$ cat config.mk
export PLATFORM = sky130hd
export DESIGN_NAME = rx_fifo_sync_flat
export DESIGN_NICKNAME = d
export VERILOG_FILES = /design/src/rtl/rx_fifo_sync_if.sv /design/src/rtl/rx_fifo_sync.sv /design/src/flat_wrapper.sv
export SDC_FILE = /design/constraint.sdc
export NUM_CORES = 1
export LEC_CHECK = 0
export CORE_MARGIN = 10
export CORE_UTILIZATION = 47
export DETAILED_ROUTE_END_ITERATION = 6
export HOLD_SLACK_MARGIN = 0.12
export PLACE_DENSITY = 0.71
export SKIP_CTS_REPAIR_TIMING = 1
export SYNTH_ARGS = -nofsm -noshare
export SYNTH_HDL_FRONTEND = slang
export SYNTH_SLANG_ARGS = --single-unit
$ cat constraint.sdc
create_clock -name Clk -period 3.1 [get_ports Clk]
set_input_delay 0.465 -clock Clk [delete_from_list [all_inputs] [get_ports Clk]]
set_output_delay 0.465 -clock Clk [all_outputs]
set_load 0.01 [all_outputs]
$ cat src/rtl/rx_fifo_sync_if.sv
// Bus between the receive-side producer/consumer and rx_fifo_sync.
// The master drives write/read requests; the slave (the FIFO) returns data and status.
interface rx_fifo_sync_if #(
  parameter int DATA_BITS  = 8,
  parameter int FIFO_DEPTH = 4
);
  localparam int CW = $clog2(FIFO_DEPTH + 1);

  // Handshake: Data_Rdy and Read_Done are level requests sampled at every
  // rising Clk edge (one word per cycle, no ready back-pressure); a request
  // that cannot be honoured is dropped and recorded in a sticky error flag.
  // Data_Valid pulses for one cycle in the cycle after an accepted read.
  logic [DATA_BITS-1:0] Rx_Data;
  logic                 Data_Rdy;
  logic                 Read_Done;
  logic                 Clear_Errors;
  logic [DATA_BITS-1:0] Data_Out;
  logic                 Data_Valid;
  logic                 FIFO_Empty;
  logic                 FIFO_Full;
  logic                 FIFO_Almost_Full;
  logic                 FIFO_Overflow;
  logic                 FIFO_Underflow;
  logic [CW-1:0]        FIFO_Count;

  modport master (
    output Rx_Data, Data_Rdy, Read_Done, Clear_Errors,
    input  Data_Out, Data_Valid, FIFO_Empty, FIFO_Full, FIFO_Almost_Full,
           FIFO_Overflow, FIFO_Underflow, FIFO_Count
  );

  modport slave (
    input  Rx_Data, Data_Rdy, Read_Done, Clear_Errors,
    output Data_Out, Data_Valid, FIFO_Empty, FIFO_Full, FIFO_Almost_Full,
           FIFO_Overflow, FIFO_Underflow, FIFO_Count
  );
endinterface

$ cat src/rtl/rx_fifo_sync.sv
// Synchronous circular-buffer receive FIFO with registered read data,
// registered occupancy flags and sticky overflow/underflow errors.
module rx_fifo_sync #(
  parameter int DATA_BITS  = 8,
  parameter int FIFO_DEPTH = 4,
  parameter int AF_LEVEL   = FIFO_DEPTH - 1
) (
  input logic          Clk,
  input logic          Reset,
  rx_fifo_sync_if.slave bus
);
  localparam int PW = $clog2(FIFO_DEPTH);
  localparam int CW = $clog2(FIFO_DEPTH + 1);
  localparam logic [CW-1:0] DEPTH_CNT = CW'(FIFO_DEPTH);
  localparam logic [CW-1:0] AF_CNT    = CW'(AF_LEVEL);

  logic [DATA_BITS-1:0] mem [FIFO_DEPTH];
  logic [PW-1:0]        wr_ptr, rd_ptr;
  logic [CW-1:0]        count, count_next;
  logic [DATA_BITS-1:0] dout_q;
  logic                 dv_q, empty_q, full_q, af_q, ovf_q, udf_q;
  logic                 wr_acc, rd_acc, ovf_evt, udf_evt;

  // A write into a full FIFO is still accepted when a read frees a slot on the same edge.
  always_comb begin
    rd_acc     = bus.Read_Done && !empty_q;
    wr_acc     = bus.Data_Rdy && (!full_q || rd_acc);
    ovf_evt    = bus.Data_Rdy && !wr_acc;
    udf_evt    = bus.Read_Done && empty_q;
    count_next = count;
    if (wr_acc && !rd_acc)
      count_next = count + CW'(1);
    else if (rd_acc && !wr_acc)
      count_next = count - CW'(1);
  end

  // Storage is not reset; the read pointer never reaches unwritten slots.
  always_ff @(posedge Clk) begin
    if (!Reset && wr_acc)
      mem[wr_ptr] <= bus.Rx_Data;
  end

  always_ff @(posedge Clk) begin
    if (Reset) begin
      wr_ptr  <= '0;
      rd_ptr  <= '0;
      count   <= '0;
      dout_q  <= '0;
      dv_q    <= 1'b0;
      empty_q <= 1'b1;
      full_q  <= 1'b0;
      af_q    <= 1'b0;
      ovf_q   <= 1'b0;
      udf_q   <= 1'b0;
    end else begin
      if (wr_acc)
        wr_ptr <= wr_ptr + PW'(1);
      if (rd_acc) begin
        rd_ptr <= rd_ptr + PW'(1);
        dout_q <= mem[rd_ptr];
      end
      dv_q    <= rd_acc;
      count   <= count_next;
      empty_q <= (count_next == '0);
      full_q  <= (count_next == DEPTH_CNT);
      af_q    <= (count_next >= AF_CNT);
      // A fresh error wins over a simultaneous clear.
      ovf_q   <= ovf_evt || (ovf_q && !bus.Clear_Errors);
      udf_q   <= udf_evt || (udf_q && !bus.Clear_Errors);
    end
  end

  assign bus.Data_Out         = dout_q;
  assign bus.Data_Valid       = dv_q;
  assign bus.FIFO_Empty       = empty_q;
  assign bus.FIFO_Full        = full_q;
  assign bus.FIFO_Almost_Full = af_q;
  assign bus.FIFO_Overflow    = ovf_q;
  assign bus.FIFO_Underflow   = udf_q;
  assign bus.FIFO_Count       = count;
endmodule

$ cat src/flat_wrapper.sv
// flat-port wrapper written by rule: the top's interface ports become plain ports
module rx_fifo_sync_flat 
#(
  parameter int DATA_BITS  = 8,
  parameter int FIFO_DEPTH = 4,
  parameter int AF_LEVEL   = FIFO_DEPTH - 1
)
  (Clk, Reset, bus_Rx_Data, bus_Data_Rdy, bus_Read_Done, bus_Clear_Errors, bus_Data_Out, bus_Data_Valid, bus_FIFO_Empty, bus_FIFO_Full, bus_FIFO_Almost_Full, bus_FIFO_Overflow, bus_FIFO_Underflow, bus_FIFO_Count);
  rx_fifo_sync_if #(.DATA_BITS(DATA_BITS), .FIFO_DEPTH(FIFO_DEPTH)) bus_i ();
  input logic Clk;
  input logic Reset;
  input wire logic [$bits(bus_i.Rx_Data)-1:0] bus_Rx_Data;
  input wire logic [$bits(bus_i.Data_Rdy)-1:0] bus_Data_Rdy;
  input wire logic [$bits(bus_i.Read_Done)-1:0] bus_Read_Done;
  input wire logic [$bits(bus_i.Clear_Errors)-1:0] bus_Clear_Errors;
  output wire logic [$bits(bus_i.Data_Out)-1:0] bus_Data_Out;
  output wire logic [$bits(bus_i.Data_Valid)-1:0] bus_Data_Valid;
  output wire logic [$bits(bus_i.FIFO_Empty)-1:0] bus_FIFO_Empty;
  output wire logic [$bits(bus_i.FIFO_Full)-1:0] bus_FIFO_Full;
  output wire logic [$bits(bus_i.FIFO_Almost_Full)-1:0] bus_FIFO_Almost_Full;
  output wire logic [$bits(bus_i.FIFO_Overflow)-1:0] bus_FIFO_Overflow;
  output wire logic [$bits(bus_i.FIFO_Underflow)-1:0] bus_FIFO_Underflow;
  output wire logic [$bits(bus_i.FIFO_Count)-1:0] bus_FIFO_Count;
  assign bus_i.Rx_Data = bus_Rx_Data;
  assign bus_i.Data_Rdy = bus_Data_Rdy;
  assign bus_i.Read_Done = bus_Read_Done;
  assign bus_i.Clear_Errors = bus_Clear_Errors;
  assign bus_Data_Out = bus_i.Data_Out;
  assign bus_Data_Valid = bus_i.Data_Valid;
  assign bus_FIFO_Empty = bus_i.FIFO_Empty;
  assign bus_FIFO_Full = bus_i.FIFO_Full;
  assign bus_FIFO_Almost_Full = bus_i.FIFO_Almost_Full;
  assign bus_FIFO_Overflow = bus_i.FIFO_Overflow;
  assign bus_FIFO_Underflow = bus_i.FIFO_Underflow;
  assign bus_FIFO_Count = bus_i.FIFO_Count;
  rx_fifo_sync #(.DATA_BITS(DATA_BITS), .FIFO_DEPTH(FIFO_DEPTH), .AF_LEVEL(AF_LEVEL)) u_core (.Clk(Clk), .Reset(Reset), .bus(bus_i));
endmodule
### Word-level counts from Yosys, hierarchy flattened

Memory sizes are Yosys's and may differ from the RTL's. A register that Yosys moved wholly into a read port is not among the register bits.
Index checks and enable logic that the tools add are counted.
W data, S select, Z words.

| word-level totals | value |
|---|---|
| bits in registers | 13 |
| bits in latches | 0 |
| memory bits (writable) | 32 |
| memory bits (read-only) | 0 |
| output and inout port bits | 17 |
| logic and storage cells | 39 |
| memories | 1 |

Memories:

| memory | words | bits a word | rd ports | clocked after Yosys merged registers in | wr ports | line | text |
|---|---|---|---|---|---|---|---|
| u_core.mem | 4 | 8 | 1 | 1 | 1 | rx_fifo_sync.sv:17 | `logic [DATA_BITS-1:0] mem [FIFO_DEPTH];` |

| operators by class | value |
|---|---|
| add/subtract/negate cells | 4 |
| $mul | 0 |
| div/mod/pow operators | 0 |
| magnitude comparators | 1 |
| equal/unequal tests | 1 |
| shift-type cells | 0 |
| muxes and demuxes | 4 |
| bitwise operators | 0 |
| reduce and logical (&&, ||, !) cells | 19 |

Operators by type and width:

| operator | number |
|---|---|
| $logic_and A1 B1 Y1 | 9 |
| $logic_not A1 Y1 | 6 |
| $mux W3 | 2 |
| $add A2 B1 Y2 const B | 2 |
| $add A3 B1 Y3 const B | 1 |
| $eq A3 B3 Y1 const B | 1 |
| $ge A3 B2 Y1 const B | 1 |
| $logic_not A3 Y1 | 1 |
| $logic_or A1 B1 Y1 | 3 |
| $sub A3 B1 Y3 const B | 1 |
| $mux W1 | 2 |

### Depth between registers and ports, before layout

| logic depth | value |
|---|---|
| depth in word-level cells | 9 |
| depth in mapped cells | 7 |

### Worst setup path before layout

No wires, ideal clock.

| timing | value |
|---|---|
| path kind | register -> register |
| start | register u_core.count[0] (netlist: u_core.bus.FIFO_Count[0]) |
| end | register u_core.full_q (netlist: u_core.bus.FIFO_Full) |
| arrival | 1.370 ns |
| data required time | 2.986 ns |
| slack | 1.616 ns |
| stages on the path, launching flop included | 6 |
| path buffers | 0 |
| period minus slack after synthesis | 1.484 ns |
| cell sequence | dfxtp_1 inv_1 ha_1 o31ai_1 or2_1 and2b_1 |

| between the ends | value |
|---|---|
| longest elaborated chain between the ends | 4 |
| elaborated cells between the ends (all ways) | 5 |
| classes of those cells | 2 x add/sub; 1 x eq/ne; 2 x mux |

RTL lines:

| element | line | text |
|---|---|---|
| start, declared | rx_fifo_sync.sv:19 | `logic [CW-1:0] count, count_next;` |
| start signal, assigned | rx_fifo_sync.sv:63 | `count <= count_next;` |
| $sub A3 B1 Y3 | rx_fifo_sync.sv:34 | `count_next = count - CW'(1);` |
| $mux W3 | rx_fifo_sync.sv:33 | `else if (rd_acc && !wr_acc)` |
| $mux W3 * | rx_fifo_sync.sv:31 | `if (wr_acc && !rd_acc)` |
| $eq A3 B3 Y1 * | rx_fifo_sync.sv:65 | `full_q <= (count_next == DEPTH_CNT);` |
| end signal, assigned | rx_fifo_sync.sv:65 |  |
| end, declared | rx_fifo_sync.sv:21 | `logic dv_q, empty_q, full_q, af_q, ovf_q, udf_q;` |

Every way passes the cells marked *; elsewhere a longest branch is shown, timed or not.
A chain may end at the register's enable or synchronous reset.

### Worst setup path after layout

| timing | value |
|---|---|
| start | input port bus_Read_Done |
| end | memory u_core.mem[1][0], enable pin |

| between the ends | value |
|---|---|
| longest elaborated chain between the ends | 6 |

RTL lines:

| element | line | text |
|---|---|---|
| start, declared | flat_wrapper.sv:14 | `input wire logic [$bits(bus_i.Read_Done)-1:0] bus_Read_Done;` |
| $logic_and A1 B1 Y1 | rx_fifo_sync.sv:26 | `rd_acc = bus.Read_Done && !empty_q;` |
| $logic_or A1 B1 Y1 | rx_fifo_sync.sv:27 | `wr_acc = bus.Data_Rdy && (!full_q \|\| rd_acc);` |
| $logic_and A1 B1 Y1 | rx_fifo_sync.sv:27 |  |
| $logic_and A1 B1 Y1 | rx_fifo_sync.sv:39 | `if (!Reset && wr_acc)` |
| $mux W1 | rx_fifo_sync.sv:39 |  |
| $mux W1 (not written as such) | rx_fifo_sync.sv:40 | `mem[wr_ptr] <= bus.Rx_Data;` |
| end, declared | rx_fifo_sync.sv:17 |  |

Every way passes these cells.

==> impl_metrics.prom <==
# TYPE chip_impl_metric gauge
chip_impl_metric{name="fp.dieArea",unit="sq mm"} 0.00746
chip_impl_metric{name="ys_warns",unit=""} 0
chip_impl_metric{name="setup_tns",unit="ns"} 0
chip_impl_metric{name="h-tree-depth",unit=""} 2
chip_impl_metric{name="grt_start_max_net_pins",unit=""} 22
chip_impl_metric{name="synth_cell_type_count",unit=""} 29
chip_impl_info{name="final_common_cell",value="edfxtp_1"} 1
chip_impl_metric{name="timing.slew.headroom",unit="%"} 60.0
chip_impl_metric{name="multiInputGateArea",unit="sq um"} 641
chip_impl_info{name="worst_setup_ep_type",value="flip-flop"} 1
chip_impl_info{name="most-common-layout-cells",value="edfxtp_1, clkdlybuf4s50_1, nand2_1, dfxtp_1, a21oi_1"} 1
chip_impl_info{name="cp-start-kind",value="input pin"} 1
chip_impl_metric{name="layout.filler_cells",unit=""} 339
chip_impl_metric{name="synth.net_count",unit=""} 168
chip_impl_metric{name="synth-async-reset-ratio",unit="%"} 0
chip_impl_metric{name="io_pins",unit=""} 30
chip_impl_metric{name="routedWlPerCell",unit="um"} 15.9
chip_impl_info{name="cts.root.buffer_cell",value="clkbuf_8"} 1
chip_impl_metric{name="synth_sequential_area_ratio",unit="%"} 66.7
chip_impl_metric{name="syn2layout_area_growth",unit="%"} 20.9
chip_impl_metric{name="reg2reg_setup_slack",unit="ns"} 1.33
chip_impl_metric{name="min_period_over_period",unit="%"} 66.6
chip_impl_metric{name="initial_utilization",unit="%"} 48.2
chip_impl_metric{name="postSynthAreaPerCell",unit="sq um"} 13.9
chip_impl_metric{name="ir_drop",unit="mV"} 0.290
chip_impl_metric{name="routed-via-count",unit=""} 1208
chip_impl_metric{name="die-height",unit="um"} 86.4
chip_impl_info{name="postSynth.topFlopCell",value="edfxtp_1"} 1
chip_impl_info{name="timing_worst_setup_path_type",value="input pin to flip-flop"} 1
chip_impl_metric{name="drt-vias-per-instance",unit=""} 5.16
chip_impl_metric{name="num_antenna_cells",unit=""} 0
chip_impl_metric{name="clockBufferDepth",unit=""} 2
chip_impl_metric{name="setup-violations-final",unit=""} 0
chip_impl_metric{name="cp.arrival",unit="ns"} 2.02
chip_impl_metric{name="cellPowerDensity",unit="mW/mm^2"} 647
chip_impl_metric{name="number_of_instances_in_the_synthesized_netlist",unit=""} 149
chip_impl_metric{name="synth.ff_latch_count",unit=""} 53
chip_impl_metric{name="grt.total_usage",unit="%"} 10.6
chip_impl_metric{name="timing_hold_violations_final",unit=""} 0
chip_impl_info{name="cts_tree",value="built"} 1
chip_impl_metric{name="layout_cell_share_with_drive_strength_beyond_1",unit="%"} 9.89
chip_impl_metric{name="vias_in_the_first_global_route",unit=""} 1250
chip_impl_metric{name="skew",unit="ns"} 0.00723
chip_impl_metric{name="worst_hold_margin",unit="ns"} 0.462
chip_impl_metric{name="cellLeakagePower",unit="nW"} 0.860
chip_impl_metric{name="cts_made_buffers",unit=""} 5
chip_impl_metric{name="worstSkewPairLatency",unit="ns"} 0.30
chip_impl_metric{name="clk_pin_slew",unit="ns"} 0.09
chip_impl_metric{name="finalCoreUtilization",unit="%"} 58.3
chip_impl_metric{name="worst_pin_slew",unit="ns"} 0.599
chip_impl_metric{name="core",unit="sq mm"} 0.00429
chip_impl_metric{name="clock-sinks",unit=""} 53
chip_impl_metric{name="max_freq",unit="MHz"} 484
chip_impl_metric{name="slew_violations",unit=""} 0
chip_impl_metric{name="critical_path_peak_fanout",unit=""} 15
chip_impl_metric{name="register_area",unit="sq mm"} 0.00138
chip_impl_metric{name="post-route-min-period",unit="ns"} 2.07
chip_impl_metric{name="drt_total_wl",unit="mm"} 3.73
chip_impl_metric{name="hpwl",unit="mm"} 2.79
chip_impl_metric{name="maxCapViolCount",unit=""} 0
chip_impl_metric{name="critPathRequiredTime",unit="ns"} 3.06
chip_impl_metric{name="antenna_violating_nets_post_route",unit=""} 0
chip_impl_info{name="grt_setup_unrepaired",value="no"} 1
chip_impl_metric{name="drt_first_iter_violations",unit=""} 66
chip_impl_metric{name="grt_first_pass_wirelength",unit="mm"} 6.42
chip_impl_metric{name="synthesis.area",unit="sq mm"} 0.00207
chip_impl_metric{name="grt-ovfl-total",unit=""} 0
chip_impl_metric{name="nNetsFinal",unit=""} 200
chip_impl_metric{name="totalPowerFinal",unit="mW"} 1.62
chip_impl_metric{name="synth_enable_flop_cells",unit=""} 32
chip_impl_metric{name="initial_antenna_violation_count",unit=""} 0
chip_impl_metric{name="rows",unit=""} 24
chip_impl_info{name="status",value="finished, final reports clean"} 1
chip_impl_metric{name="place.port_buffers",unit=""} 29
chip_impl_info{name="hold_crit_class",value="flip-flop to flip-flop"} 1
chip_impl_metric{name="routabilityCongestion",unit=""} 0.759
chip_impl_metric{name="route.detailed.drc",unit=""} 0
chip_impl_metric{name="drt-pass1-iter-count",unit=""} 4
chip_impl_metric{name="die_width",unit="um"} 86.4
## final timing paths
kind,from,to,depth (start not counted)
worst min register to register,u_core.bus.Data_Out[1],u_core.bus.Data_Out[1],2
worst max register to register,u_core.bus.FIFO_Empty,u_core.mem[1][0],5
worst max-delay path,bus_Read_Done,u_core.mem[1][0],6
worst min-delay path,u_core.bus.Data_Out[1],u_core.bus.Data_Out[1],2
## cells in the mapped netlist (2+ instances only)
cell type | n | share of area, %
edfxtp_1 | 32 | 46
dfxtp_1 | 21 | 20
nand2_1 | 21 | 3.8
a21oi_1 | 11 | 2.7
mux4_2 | 8 | 8.7
nor2_1 | 8 | 1.5
ha_1 | 6 | 3.6
inv_1 | 6 | 1.1
and2_1 | 5 | 1.5
nor2b_1 | 4 | 1.2
xnor2_1 | 4 | 1.7
clkbuf_1 | 3 | 0.54
a32oi_1 | 2 | 0.85
and2b_1 | 2 | 0.73
buf_2 | 2 | 0.48
## power breakdown
group | internal (mW) | leakage (nW) | switching [mW]
combinational | 0.201 | 0.359 | 0.163
sequential | 0.817 | 0.463 | 0.0605
clock | 0.159 | 0.0374 | 0.217
## metrics by stage
step           cell area, sq um  std cells  setup WS, ns
4_1_cts                    2500        234          1.04
2_1_floorplan              2070        149          1.62
3_5_place_dp               2410        226         0.747
5_1_grt                    2500        234         0.888
3_3_place_gp               2410        226         0.826
6_report                   2500        234          1.03
## cells by family after synthesis
group / share of synthesized area (%)
flops: 66.7
xor+xnor: 2.12
simple gates: 10.8
buf+inv: 2.30
mux: 9.19
compound gates: 5.26
fa+ha+maj: 3.63
## area by class of cell
type | instances | share of cell area, %
Clock buffer | 6 | 2.90
Inverter | 6 | 0.900
Sequential cell | 53 | 55.2
Timing Repair Buffer | 31 | 12.2
Clock inverter | 2 | 0.600
Multi-Input combinational cell | 84 | 25.6
Tap cell | 52 | 2.60
## critical path, cell delays in order
cell and delay (ns):
clkdlybuf4s50_1 0.55, nand2b_4 0.15, nand2_1 0.13, nand2_1 0.11
nor2_1 0.21, and2_1 0.41
## flip-flops by register name (all words and copies together) (netlist names)
name and flops:
u_core.mem 32, u_core.bus.Data_Out 8, u_core.bus.FIFO_Count 3, u_core.rd_ptr 2
u_core.wr_ptr 2, u_core.bus.Data_Valid 1, u_core.bus.FIFO_Almost_Full 1, u_core.bus.FIFO_Empty 1
u_core.bus.FIFO_Full 1, u_core.bus.FIFO_Overflow 1, u_core.bus.FIFO_Underflow 1
## layer usage
metal  part of all wire [%]  global-route usage, %  wire length, um  up-vias
li1                       -                      -                -      590
met5                      0                      0                0        -
met1                     48                   14.6             1780      577
met2                     44                   15.0             1650       39
met4                   0.46                   2.21               17        0
met3                    7.5                   4.50              280        2
(Power assumes the default switching activity.)
==> variant 1, RTL diff (same flow settings) <==
`DATA_BITS` is set to 8 in 3 places; all go to 7.
--- a/src/rtl/rx_fifo_sync_if.sv
+++ b/src/rtl/rx_fifo_sync_if.sv
@@ -3,3 +3,3 @@
 interface rx_fifo_sync_if #(
-  parameter int DATA_BITS  = 8,
+  parameter int DATA_BITS  = 7,
   parameter int FIFO_DEPTH = 4
--- a/src/rtl/rx_fifo_sync.sv
+++ b/src/rtl/rx_fifo_sync.sv
@@ -3,3 +3,3 @@
 module rx_fifo_sync #(
-  parameter int DATA_BITS  = 8,
+  parameter int DATA_BITS  = 7,
   parameter int FIFO_DEPTH = 4,
--- a/src/flat_wrapper.sv
+++ b/src/flat_wrapper.sv
@@ -3,3 +3,3 @@
 #(
-  parameter int DATA_BITS  = 8,
+  parameter int DATA_BITS  = 7,
   parameter int FIFO_DEPTH = 4,
Interface: changed (resized bus_Data_Out and bus_Rx_Data); port bits go from 30 to 28. No check against the original RTL was run, so the function may have changed too.
==> variant 1 against the unedited design <==
Setup slack improved by 0.12 ns; clock power is 37% higher; critical endpoint is now u_core.mem[1][3]$_DFFE_PP_; die area is 5.2% lower; count of clock-buffer cells in the layout stayed put; design area down 5.3%; synthesized area down 6.8%; critical path depth did not move; sequential cell count fell by 5; power up 3.7%; routed wire length is 8.7% lower.
==> variant 1: results (changes against the unedited design) <==
Run status
  • Status: complete, no violations

Setup path
  • CP Max Fanout: 14 (-1)
  • Worst R2R End: u_core.mem[1][3]$_DFFE_PP_
  • Reg2reg setup slack: 1.45 ns (+0.12 ns)
  • Crit path arrival time: 1.92 ns (-0.10 ns)
  • Crit path launch: bus_Read_Done
  • Top delay family on crit path: simple AND/OR/NAND/NOR gates

Logic synthesis
  • Number of synthesized flops with an enable pin: 28 (-13%)
  • Synth area leaders: edfxtp_1, dfxtp_1, mux4_2
  • Distinct cells, synth: 33 (+14%)
  • Post-synth top cells: edfxtp_1, dfxtp_1, nand2_1
  • Post-synthesis sequential area ratio: 64.33% (-2.4 points)
  • Syn nets: 158 (-6.0%)
  • Synth Warn #: 0 (unchanged)
  • Cell count after synthesis: 140 (-6.0%)

Place
  • Port bufs: 27 (-6.9%)
  • Final HPWL DP: 2.630 mm (-5.9%)
  • Worst slack, placed: 0.8307 ns (+0.08370 ns)
  • Gpl congestion: 0.7422 (-2.2%)
  • Dpl cells: 212 (-6.2%)
  • Dpl cell area: 2237 um^2 (-7.4%)

STA
  • Fin Hold WS: 0.4601 ns (-0.002028 ns)
  • Rel. slew slack: 65.62% (+5.6 points)
  • Fin Clk Skew: 0.005709 ns (-0.001516 ns)
  • Setup ws final: 1.153 ns (+0.1189 ns)

CTS
  • Clock root buffer: clkbuf_8
  • Worst-Skew Late Latency: 0.30 ns (about the same)

GRT
  • Vias in the first global route: 1156 (-7.5%)
  • Gr usage total: 10.21% (-0.35 points)
  • GRT met2 Usage: 14.94% (-0.029 points)
  • Met3 Resource Use GR: 4.492% (-0.011 points)
  • Initial antenna violation count: 0 (unchanged)
  • GRT met1 Usage: 12.76% (-1.9 points)
  • First-pass GRT wire length: 5.761 mm (-10%)

Finish
  • Reg area: 1241 um^2 (-10%)
  • Biggest register: u_core.mem
  • Layout cell share with drive strength beyond 1: 13.53% (+3.6 points)
  • Filler cells: 303 (-11%)
  • Largest register FFs: 28 (-13%)
  • Non-Filler Instances: 220 (-6.0%)
  • Ant diodes: 0 (unchanged)
  • Final #Nets: 187 (-6.5%)

Min path
  • HP Start: u_core.bus.Data_Out[5]$_SDFFE_PP0P_
  • Worst Hold Class: flop to flop
  • WHS Endpoint: u_core.bus.Data_Out[5]$_SDFFE_PP0P_

Drt
  • Routed vias: 1118 (-7.5%)
  • Drt wl/cell: 15.49 um (-2.8%)
  • Iter 0 DRT Violations: 78 (+18%)

Power
  • Pint: 1.261 mW (+7.1%)
  • VDD IR max: 0.0003914 V (+35%)
  • Leakage power: 0.8200 nW (-4.6%)
  • Seq power: 800 uW (-8.8%)
  • PnR Total Power: 1.677 mW (+3.7%)
  • Clk pwr share: 30.7% (+7.5 points)
-- variant 1: changes by cell type in the layout (fill, tap and decap cells not counted), moves of 2 or more --
cell / before / now
nand2_1: 21 / 19
clkinvlp_4: 2 / 0
edfxtp_1: 32 / 28
and2b_1: 2 / 0
clkdlybuf4s50_1: 29 / 27
a21oi_1: 11 / 9
bufinv_16: 0 / 2
-- variant 1: logic make-up after synthesis --
logic type,share of synthesized area [%]
buffers and inverters,2.853
AO/OA/AOI/OAI,6.226
flip-flops,64.33
multiplexers,8.690
AND/OR/NAND/NOR,11.74
XOR/XNOR,2.270
adder cells (fa/ha/maj),3.891
-- variant 1: per-layer routing --
layer  wire (um)  vias up
li1            -      551
met1        1532      538
met2        1644       23
met3         181        6
met4          50        0
met5           0        -
-- variant 1: cell type report --
class	count	share of cell area [%]
flip-flops and latches	48	52.38
multi-input cells	80	26.72
well taps	50	2.640
inverters	6	0.9504
clock inverters	2	2.534
repair buffers	28	11.72
clock buffers	6	3.062
==> variant 2, RTL diff (same flow settings) <==
Without the edit above. Reset style: asynchronous (`Reset`), changed in one clocked block.
--- a/src/rtl/rx_fifo_sync.sv
+++ b/src/rtl/rx_fifo_sync.sv
@@ -42,3 +42,3 @@
 
-  always_ff @(posedge Clk) begin
+  always_ff @(posedge Clk or posedge Reset) begin
     if (Reset) begin
Behaviour: differs if Reset is asserted again (counterexample within 4 cycles, from zero or initial values and one cycle with Reset high); with Reset held inactive, the same outputs for 10 cycles.
==> variant 2 against the unedited design <==
Design area is 3.4% higher; utilization is 0.77 points higher; sequential cell count stayed put; synthesized area is 3.3% higher; routed wire length is 5.3% lower; setup slack better by 0.11 ns.
Power is not compared: it rests on default switching activity, and its combinational part moved more than twofold at a synthesized area within 25%.
==> variant 2: results (changes against the unedited design) <==
Setup path
  • Worst R2R End: u_core.bus.Data_Out[6]$_DFFE_PP0P_
  • Worst Reg-to-Reg Cells: 2 (-3)
  • Crit path launch: bus_Read_Done
  • CP Max Fanout: 8 (-7)
  • Max stage delay on crit path: 0.49 ns (-0.06 ns)
  • CP endpoint: u_core.mem[0][2]$_DFFE_PP_
  • FF-to-FF Start: u_core.rd_ptr[0]$_DFFE_PP0P_
  • Reg2reg setup slack: 1.39 ns (+0.06 ns)
  • Crit path arrival time: 1.92 ns (-0.10 ns)

GRT
  • GRT met1 Usage: 11.68% (-3.0 points)
  • Met3 Resource Use GR: 4.401% (-0.10 points)
  • GRT met2 Usage: 17.00% (+2.0 points)
  • First-pass GRT wire length: 6.037 mm (-5.9%)
  • Vias in the first global route: 1171 (-6.3%)
  • Gr usage total: 10.31% (-0.25 points)

Place
  • Dpl cell area: 2474 um^2 (+2.4%)
  • Gpl congestion: 0.7806 (+2.9%)
  • Final HPWL DP: 2.598 mm (-7.0%)
  • Worst slack, placed: 0.8333 ns (+0.08632 ns)
  • Dpl cells: 195 (-14%)

Power
  • Logic power comb: 734 uW
  • Clock network power consumption: 461 uW
  • Comb power frac: 32.5%

Finish
  • Layout cell share with drive strength beyond 1: 21.85% (+12 points)
  • Final #Nets: 169 (-16%)

STA
  • Fin Clk Skew: 0.01185 ns (+0.004623 ns)
  • Fin Hold WS: 0.5137 ns (+0.05161 ns)
  • Worst-Margin Slew: 0.8268 ns (+0.2282 ns)
  • Setup ws final: 1.139 ns (+0.1052 ns)

Drt
  • Drt first pass iters: 3 (-1)
  • Met1 WL: 1.428 mm (-20%)
  • Drt wl/cell: 17.41 um (+9.2%)
  • Routed vias: 1042 (-14%)
  • Iter 0 DRT Violations: 49 (-26%)
  • Met2 wire length: 1.797 mm (+9.0%)
  • Uppermost routed layer: met4
  • Vias/cell: 5.133 (-0.57%)
  • Met3 WL: 255 um (-8.9%)

Run status
  • Status: complete, no violations

Logic synthesis
  • Number of synthesized flops with an enable pin: 32 (unchanged)
  • Syn nets: 136 (-19%)
  • Distinct cells, synth: 31 (+6.9%)
  • Post-synth top cells: edfxtp_1, dfrtp_1, inv_1
  • Post-synthesis sequential area ratio: 69.57% (+2.8 points)
  • Synth area leaders: edfxtp_1, dfrtp_1, mux4_2
  • Async S/R FF share, synth: 39.62% (+40 points)
  • Post-Syn Area per Cell: 18.28 um^2 (+32%)

CTS
  • CTS Buffer Depth: 2 (unchanged)
  • H-tree depth: 2 (unchanged)
  • Clock root buffer: clkbuf_8
  • Worst-path clk slew: 0.10 ns

Min path
  • Hold Path Depth: 1 (-1)
  • HP Start: u_core.bus.Data_Out[3]$_DFFE_PP0P_
  • WHS Endpoint: u_core.bus.Data_Out[3]$_DFFE_PP0P_
  • Worst Hold Class: flop to flop
variant 2: cells by family (layout without fill, tap and decap cells):
| kind of cell | after synthesis | after routing | synth area share (%) |
|---|---|---|---|
| flip-flops | 53 | 53 | 69.57 |
| multiplexers | 20 | 20 | 14.75 |
| buffers and inverters | 14 | 48 | 3.043 |
| AND/OR/NAND/NOR | 13 | 13 | 3.920 |
| adder cells (fa/ha/maj) | 6 | 6 | 3.511 |
| AO/OA/AOI/OAI | 6 | 6 | 2.457 |
| XOR/XNOR | 5 | 5 | 2.751 |
variant 2: critical path, delay by kind of cell:
kind / cells / cell delay (ns)
buffers and inverters: 1 / 0.49
AND/OR/NAND/NOR: 3 / 0.79
AO/OA/AOI/OAI: 1 / 0.16
variant 2: layout make-up:
class / instances / area (um^2)
fillers: 340 / 1795
flip-flops and latches: 53 / 1488
multi-input cells: 50 / 585.6
repair buffers: 30 / 297.8
clock buffers: 5 / 68.82
well taps: 52 / 65.06
clock inverters: 3 / 46.29
inverters: 10 / 37.54
